$ cat config.mk
export PLATFORM = sky130hd
export DESIGN_NAME = gpr_arbiter_flat
export DESIGN_NICKNAME = d
export VERILOG_FILES = /design/src/rtl/gpr_arbiter_if.sv /design/src/rtl/gpr_arbiter.sv /design/src/flat_wrapper.sv
export SDC_FILE = /design/constraint.sdc
export NUM_CORES = 1
export LEC_CHECK = 0
export BUFFER_PORTS_ARGS = -buffer_cell sky130_fd_sc_hd__buf_2
export CORE_MARGIN = 2
export CORE_UTILIZATION = 50
export DETAILED_ROUTE_END_ITERATION = 8
export PLACE_DENSITY = 0.84
export SLEW_MARGIN = 15
export SYNTH_ARGS = -nofsm -noshare
export SYNTH_HDL_FRONTEND = slang
export SYNTH_SLANG_ARGS = --single-unit
$ cat constraint.sdc
create_clock -name clk -period 4.9 [get_ports clk]
set_clock_uncertainty 0.15 [all_clocks]
set_input_delay 0.49 -clock clk [delete_from_list [all_inputs] [get_ports clk]]
set_output_delay 0.49 -clock clk [all_outputs]
set_load 0.02 [all_outputs]
$ cat src/rtl/gpr_arbiter_if.sv
// Requester, register-file and shared-bus signals of the GPR arbiter.
// The arbiter uses the slave modport; the requesters/register-file side uses master.
interface gpr_arbiter_if #(
  parameter int NREQ   = 3,
  parameter int ADDR_W = 4,
  parameter int DATA_W = 8
);
  logic                     c_halt;
  logic [NREQ-1:0]          req_valid;
  logic [NREQ-1:0]          req_write;
  logic [NREQ*ADDR_W-1:0]   req_addr;
  logic [NREQ*DATA_W-1:0]   req_wdata;
  logic [NREQ-1:0]          req_ready;
  logic [NREQ-1:0]          rsp_valid;
  logic [DATA_W-1:0]        rsp_rdata;
  logic [ADDR_W-1:0]        regaddr;
  logic                     c_regwrite;
  logic                     c_regread;
  logic                     bus_drive;
  logic [DATA_W-1:0]        bus_wdata;
  logic [DATA_W-1:0]        bus_rdata;
  logic                     busy;

  modport slave (
    input  c_halt, req_valid, req_write, req_addr, req_wdata, bus_rdata,
    output req_ready, rsp_valid, rsp_rdata, regaddr, c_regwrite, c_regread,
           bus_drive, bus_wdata, busy
  );

  modport master (
    output c_halt, req_valid, req_write, req_addr, req_wdata, bus_rdata,
    input  req_ready, rsp_valid, rsp_rdata, regaddr, c_regwrite, c_regread,
           bus_drive, bus_wdata, busy
  );
endinterface

$ cat src/rtl/gpr_arbiter.sv
// Round-robin arbiter sharing the 16x8 register file and its 8-bit bus.
// One transaction at a time: write takes 2 cycles, read 3 (IDLE, READ, RESP).
module gpr_arbiter #(
  parameter int NREQ   = 3,
  parameter int ADDR_W = 4,
  parameter int DATA_W = 8
) (
  input logic          clk,
  input logic          reset,
  gpr_arbiter_if.slave bus
);
  localparam int IDX_W = (NREQ > 1) ? $clog2(NREQ) : 1;

  typedef enum logic [1:0] {IDLE, WRITE, READ, RESP} state_e;

  state_e              state_q;
  logic [IDX_W-1:0]    rr_ptr_q;
  logic [IDX_W-1:0]    gnt_q;
  logic [ADDR_W-1:0]   regaddr_q;
  logic [DATA_W-1:0]   bus_wdata_q;
  logic [DATA_W-1:0]   rsp_rdata_q;
  logic [NREQ-1:0]     rsp_valid_q;
  logic                c_regwrite_q;
  logic                c_regread_q;
  logic                bus_drive_q;
  logic                busy_q;

  logic [IDX_W-1:0]    cand;
  logic [IDX_W-1:0]    gnt_idx;
  logic                gnt_found;
  logic                accept;

  // First valid requester after the last grant, wrapping modulo NREQ.
  always_comb begin
    // NOTE: every variable gets a default before the search, otherwise a latch is inferred.
    cand      = '0;
    gnt_idx   = '0;
    gnt_found = 1'b0;
    for (int k = 1; k <= NREQ; k++) begin
      cand = (int'(rr_ptr_q) + k >= NREQ) ? IDX_W'(int'(rr_ptr_q) + k - NREQ)
                                          : IDX_W'(int'(rr_ptr_q) + k);
      if (!gnt_found && bus.req_valid[cand]) begin
        gnt_found = 1'b1;
        gnt_idx   = cand;
      end
    end
  end

  assign accept        = reset && (state_q == IDLE) && !bus.c_halt && gnt_found;
  assign bus.req_ready = accept ? (NREQ'(1) << gnt_idx) : '0;

  always_ff @(posedge clk or negedge reset) begin
    if (!reset) begin
      state_q      <= IDLE;
      rr_ptr_q     <= IDX_W'(NREQ - 1);
      gnt_q        <= '0;
      regaddr_q    <= '0;
      bus_wdata_q  <= '0;
      rsp_rdata_q  <= '0;
      rsp_valid_q  <= '0;
      c_regwrite_q <= 1'b0;
      c_regread_q  <= 1'b0;
      bus_drive_q  <= 1'b0;
      busy_q       <= 1'b0;
    end else begin
      // NOTE: non-blocking assignments so every flop samples pre-edge values.
      unique case (state_q)
        IDLE: begin
          if (accept) begin
            gnt_q     <= gnt_idx;
            rr_ptr_q  <= gnt_idx;
            regaddr_q <= bus.req_addr[int'(gnt_idx)*ADDR_W +: ADDR_W];
            busy_q    <= 1'b1;
            if (bus.req_write[gnt_idx]) begin
              state_q      <= WRITE;
              c_regwrite_q <= 1'b1;
              bus_drive_q  <= 1'b1;
              bus_wdata_q  <= bus.req_wdata[int'(gnt_idx)*DATA_W +: DATA_W];
            end else begin
              state_q     <= READ;
              c_regread_q <= 1'b1;
            end
          end
        end
        WRITE: begin
          state_q      <= IDLE;
          c_regwrite_q <= 1'b0;
          bus_drive_q  <= 1'b0;
          busy_q       <= 1'b0;
        end
        READ: begin
          state_q     <= RESP;
          c_regread_q <= 1'b0;
          rsp_rdata_q <= bus.bus_rdata;
          rsp_valid_q <= NREQ'(1) << gnt_q;
        end
        RESP: begin
          state_q     <= IDLE;
          rsp_valid_q <= '0;
          busy_q      <= 1'b0;
        end
        default: state_q <= IDLE;
      endcase
    end
  end

  assign bus.regaddr    = regaddr_q;
  assign bus.c_regwrite = c_regwrite_q;
  assign bus.c_regread  = c_regread_q;
  assign bus.bus_drive  = bus_drive_q;
  assign bus.bus_wdata  = bus_wdata_q;
  assign bus.rsp_valid  = rsp_valid_q;
  assign bus.rsp_rdata  = rsp_rdata_q;
  assign bus.busy       = busy_q;
endmodule

$ cat src/flat_wrapper.sv
// flat-port wrapper written by rule: the top's interface ports become plain ports
module gpr_arbiter_flat 
#(
  parameter int NREQ   = 3,
  parameter int ADDR_W = 4,
  parameter int DATA_W = 8
)
  (clk, reset, bus_c_halt, bus_req_valid, bus_req_write, bus_req_addr, bus_req_wdata, bus_bus_rdata, bus_req_ready, bus_rsp_valid, bus_rsp_rdata, bus_regaddr, bus_c_regwrite, bus_c_regread, bus_bus_drive, bus_bus_wdata, bus_busy);
  gpr_arbiter_if #(.NREQ(NREQ), .ADDR_W(ADDR_W), .DATA_W(DATA_W)) bus_i ();
  input logic clk;
  input logic reset;
  input wire logic [$bits(bus_i.c_halt)-1:0] bus_c_halt;
  input wire logic [$bits(bus_i.req_valid)-1:0] bus_req_valid;
  input wire logic [$bits(bus_i.req_write)-1:0] bus_req_write;
  input wire logic [$bits(bus_i.req_addr)-1:0] bus_req_addr;
  input wire logic [$bits(bus_i.req_wdata)-1:0] bus_req_wdata;
  input wire logic [$bits(bus_i.bus_rdata)-1:0] bus_bus_rdata;
  output wire logic [$bits(bus_i.req_ready)-1:0] bus_req_ready;
  output wire logic [$bits(bus_i.rsp_valid)-1:0] bus_rsp_valid;
  output wire logic [$bits(bus_i.rsp_rdata)-1:0] bus_rsp_rdata;
  output wire logic [$bits(bus_i.regaddr)-1:0] bus_regaddr;
  output wire logic [$bits(bus_i.c_regwrite)-1:0] bus_c_regwrite;
  output wire logic [$bits(bus_i.c_regread)-1:0] bus_c_regread;
  output wire logic [$bits(bus_i.bus_drive)-1:0] bus_bus_drive;
  output wire logic [$bits(bus_i.bus_wdata)-1:0] bus_bus_wdata;
  output wire logic [$bits(bus_i.busy)-1:0] bus_busy;
  assign bus_i.c_halt = bus_c_halt;
  assign bus_i.req_valid = bus_req_valid;
  assign bus_i.req_write = bus_req_write;
  assign bus_i.req_addr = bus_req_addr;
  assign bus_i.req_wdata = bus_req_wdata;
  assign bus_i.bus_rdata = bus_bus_rdata;
  assign bus_req_ready = bus_i.req_ready;
  assign bus_rsp_valid = bus_i.rsp_valid;
  assign bus_rsp_rdata = bus_i.rsp_rdata;
  assign bus_regaddr = bus_i.regaddr;
  assign bus_c_regwrite = bus_i.c_regwrite;
  assign bus_c_regread = bus_i.c_regread;
  assign bus_bus_drive = bus_i.bus_drive;
  assign bus_bus_wdata = bus_i.bus_wdata;
  assign bus_busy = bus_i.busy;
  gpr_arbiter #(.NREQ(NREQ), .ADDR_W(ADDR_W), .DATA_W(DATA_W)) u_core (.clk(clk), .reset(reset), .bus(bus_i));
endmodule
# After elaboration in Yosys (flattened, before gate mapping)
# Index checks and enable logic that the tools add are counted.
# W data, S select, Z words.
[word_totals]
register_bits = 32
inputBits = 53
out_inout_bits = 30
[classes]
n_addsub = 6
magnitude_cmp = 7
n_eq_ne = 6
n_shift = 4
muxes = 30
reduce_logical = 19
[ops]
columns = ["operator", "count"]
rows = [
  ["$shiftx A24 B6 Y8", 1],
  ["$mux W2", 8],
  ["$lt A2 B3 Y1 const B", 4],
  ["$mux W1", 12],
  ["$shiftx A12 B5 Y4", 1],
  ["$ge A3 B2 Y1 const B", 3],
  ["$reduce_and A3 Y1", 3],
  ["$bmux W1 S2", 4],
  ["$reduce_bool A2 Y1", 4],
  ["$add A2 B2 Y3 const B", 2],
  ["$pmux W1 S2", 3],
  ["$pmux W2 S3", 1],
  ["$pmux W3 S2", 1],
  ["$shl A1 B2 Y3 const A", 2],
  ["$sub A2 B1 Y2 const B", 3],
  ["$logic_and A1 B1 Y1", 5],
  ["$eq A2 B2 Y1 const B", 2],
  ["$ne A2 B2 Y1 const B", 2],
  ["$reduce_and A2 Y1", 2],
  ["$add A2 B1 Y3 const B", 1],
  ["$logic_not A1 Y1", 3],
  ["$mux W3", 1],
  ["$eq A2 B1 Y1 const B", 1],
  ["$logic_not A2 Y1", 1],
  ["other kinds (2)", 2],
]

# Logic depth before layout (Yosys ltp)
[logic_depth]
depth_word = 17
depth_mapped = 13
ltp_nobuf = 9

# Worst setup path before layout
# No wires, ideal clock.
[synth_timing]
kind = "register -> output"
startpoint = "register, netlist name u_core.gnt_q[0]"
endpoint = "output bus_req_ready[1]"
arrival_ns = 2.547
required_ns = 4.260
setup_slack_ns = 1.713
stages_incl_launch_ff = 12
path_buffers = 3
path_cell_list = "dfrtp_1 > buf_2 > inv_1 > ha_1 > buf_4 > mux2i_1 > o21ai_1 > o21ba_2 > o2bb2ai_2 > nor2b_1 > clkbuf_1 > and2_1"
[synth_rtl]
columns = ["item", "line_no", "source"]
rows = [
  ["end: declaration", "flat_wrapper.sv:18", "output wire logic [$bits(bus_i.req_ready)-1:0] bus_req_ready;"],
]

==> summary.md <==
| Metric | Value |
|---|---|
| Port bufs | 82 |
| Setup Viol. Count Final | 0 |
| Net Count, Synth | 239 |
| Via density per instance | a little over 5 |
| Worst path cell trace | inv_1 -> ha_1 -> mux2i_1 -> o21ai_1 -> o21ba_2 -> o2bb2ai_2 -> nor2b_1 -> and2_1 -> buf_2 |
| Hold buffers post-CTS | 0 |
| RSZ-0062 raised after global routing | no |
| Element type at the critical path end | output pin |
| Hold Fails Final Rpt | 0 |
| Cts bufs inserted | 5 |
| Crit-path leading delay family | simple AND/OR/NAND/NOR gates |
| CP required | 4260 ps |
| Clk Tree Root Cell | clkbuf_4 |
| Max_cap viols | 0 |
| Slowest-stage cell, CP | nor2b_1 |
| Worst Tran Pin Value | 903.0 ps |
| Reg2reg start | u_core.gnt_q[0] |
| Crit path max fanout | 17 |
| Chip Height | 63.28 um |
| Power, Total | between 0.0015 and 0.002 W |
| Worst flop-to-flop path endpoint | u_core.bus.regaddr[2] |
| Die Width | 63.28 um |
| Type of the worst min-delay path | input pin to asynchronous set/reset pin |
| Peak VDD IR | approximately 400 uV |
| Min cycle time layout | around 4400 ps |
| I/O pins | 83 |
| Syn_area_per_cell | 9.652 sq um |
| Final Max Slew Viols | 0 |
| Fillers | 308 |
| Share of cells above drive strength 1 | 41.60% |
| Startpoint Class | flop |
| Area delta synth->final | 29.84% |
| Largest net degree at the start of global routing | 33 |
| Post-CTS setup buffer count | 0 |
| Antenna Nets Post-Route | 0 |
| Static Leakage | 1.205 nW |
| Sequential element share of the synthesized area | between 40 and 50% |
| FF/Latch Area | 777.0 sq um |
| Pwr/cell area | 759.7 nW/um^2 |
| Setup WS post-layout | 477.1 ps |
| Initial detailed-routing violation count | roughly 110 |
| Final wirelength | ~4200 um |
| Rel. slew slack | about two fifths |
| Gp weighted congestion | slightly below 0.9 |
| CTS tree | yes |
| Dominant cells by area after synthesis | dfrtp_1, mux2i_1, nand2_1 |
| GRT Total Usage | 22.81% |
| Area leader, netlist | dfrtp_1 |
| Post-Place Setup Slack | 862.9 ps |
| Clk buf depth | 2 |
| Worst R2R Path Depth | 9 |
| Yosys reg bits | 31 |
| Ant. Diodes | 0 |
| Final #Nets | 319 |
| CTS clock-pin slew for the worst setup and hold paths | 90 ps |
| Most frequent cells in the layout | buf_2, nand2_1, dfrtp_1 |
| DPL Wire Length | around 3200 um |
| Post-CTS resize count | 0 |
| Drt pass-1 iters | 4 |
| Count of flip-flops with a built-in enable after synthesis | 0 |
| Crit path buffers/inverters | 2 |
| First-pass GRT wire length | 7038 um |
| Yosys top cell area share | around 43% |
| Setup Crit Path Kind | flop to output pin |
| Tcrit/Tclk final | 90.26% |
| Mapped Area | 1757 sq um |
| Routed vias | 1600 |
| Worst path max stage delay | 800 ps |
| Core Rows | 21 |
| DRC Markers | 0 |
| CTS H-tree depth | 2 |
| Multi-input gate area | ~920 sq um |
| Status | completed |
| CTS sink cnt | 31 |
| Initial antenna violation count | 0 |
| Starting Density | 52.23% |
| Setup_tns | 0 ps |
| Synth unique cells | 35 |
| Core ar. | between 3000 and 4000 sq um |
| Commonest non-fill, non-tap cell in the layout | buf_2 |
| Synth Warn # | 0 |
| Synth Instances | 182 |
| Reg2reg setup slack | 1280 ps |
| Worst EP arrival | 3780 ps |
| Vias in the first global route | between 1500 and 2000 |
| Clk_lat worst skew | 320 ps |
| Async SR Flop Fraction | 100.0% |
| Achievable frequency | 0.2261 GHz |
| DR WL/cell | around 14 um |
| GRT Residual Overflow | 0 |
| Synth Flop Type | dfrtp_1 |
| Die area | 4004 sq um |
-- metal layers --
metal  vias up  part of all wire (%)  global-route usage, %
li1        789                     -                      -
met1       743                    40                  27.07
met2        61                    52                  39.76
met3         7                   6.5                  6.786
met4         0                   1.4                  7.065
met5         -                     0                      0
-- state kept, by name, summed over array words and instances (netlist names) --
register               count
u_core.bus.rsp_valid       3
u_core.bus.bus_wdata       8
u_core.rr_ptr_q            1
u_core.bus.busy            1
u_core.state_q             2
u_core.bus.c_regwrite      1
u_core.bus.c_regread       1
u_core.bus.regaddr         4
u_core.gnt_q               2
u_core.bus.rsp_rdata       8
-- kinds of logic (layout without fill, tap and decap cells) --
logic type | after synthesis | after routing | share of synthesized area [%]
fa+ha+maj | 4 | 4 | 2.849
compound gates | 43 | 43 | 17.38
simple gates | 60 | 60 | 15.60
flops | 31 | 31 | 44.23
mux | 25 | 25 | 15.24
buf+inv | 19 | 99 | 4.700
-- worst reg2reg max path: stages, from the launching register on --
cell,delay (ps)
dfrtp_1,520
inv_1,150
ha_1,550
mux2i_1,280
o21ai_1,120
o21ba_2,280
o2bb2ai_2,340
nor2b_1,810
a21oi_1,150
o21ai_0,190
-- through the flow --
stage,hold slack [ps],cell area (sq um),cells,utilization (%)
floorplan,44.41,1757,182,-
global route,82.06,2281,308,67.82
global placement,302.3,2210,301,65.70
detailed placement,306.7,2210,301,65.70
finish,43.30,2281,308,67.82
CTS,55.81,2281,308,67.82
-- where the power goes --
group,total [W],internal [W],switching (W)
registers,0.000450,0.000375,0.0000757
clock network,0.000190,0.000105,0.0000846
logic,0.00109,0.000436,0.000657
total,0.00173,0.000916,0.000817
-- area by class of cell --
| cell class | count | area share [%] |
|---|---|---|
| Multi-Input combinational cell | 132 | 40.32 |
| Clock buffer | 6 | 1.810 |
| Clock inverter | 1 | 1.317 |
| Inverter | 8 | 1.317 |
| Tap cell | 46 | 2.523 |
| Sequential cell | 31 | 34.06 |
| Timing Repair Buffer | 84 | 18.65 |
-- synth_stat cells (2+ instances only) --
| master | count |
|---|---|
| nor3_1 | 2 |
| nand2_1 | 36 |
| o21ai_0 | 13 |
| buf_2 | 3 |
| buf_4 | 2 |
| mux2_2 | 10 |
| mux2i_1 | 14 |
| clkbuf_1 | 6 |
| a21o_1 | 3 |
| nor2_1 | 8 |
| nor2b_1 | 3 |
| nand2b_1 | 3 |
| inv_1 | 8 |
| ha_1 | 4 |
| o2bb2ai_1 | 8 |
| a21oi_1 | 9 |
| and2_1 | 2 |
| nand3_1 | 2 |
| dfrtp_1 | 30 |
-- worst max path at each step --
stage,from,to,slack (ps),cells after the start
floorplan,u_core.gnt_q[0],bus_req_ready[1],1710,11
global placement,u_core.gnt_q[0],bus_req_ready[1],1040,9
detailed placement,u_core.gnt_q[0],bus_req_ready[1],860,9
CTS,u_core.gnt_q[0],bus_req_ready[1],510,9
global route,u_core.gnt_q[0],bus_req_ready[1],150,9
finish,u_core.gnt_q[0],bus_req_ready[1],480,9
No activity file was read; power rests on OpenSTA's default activity.
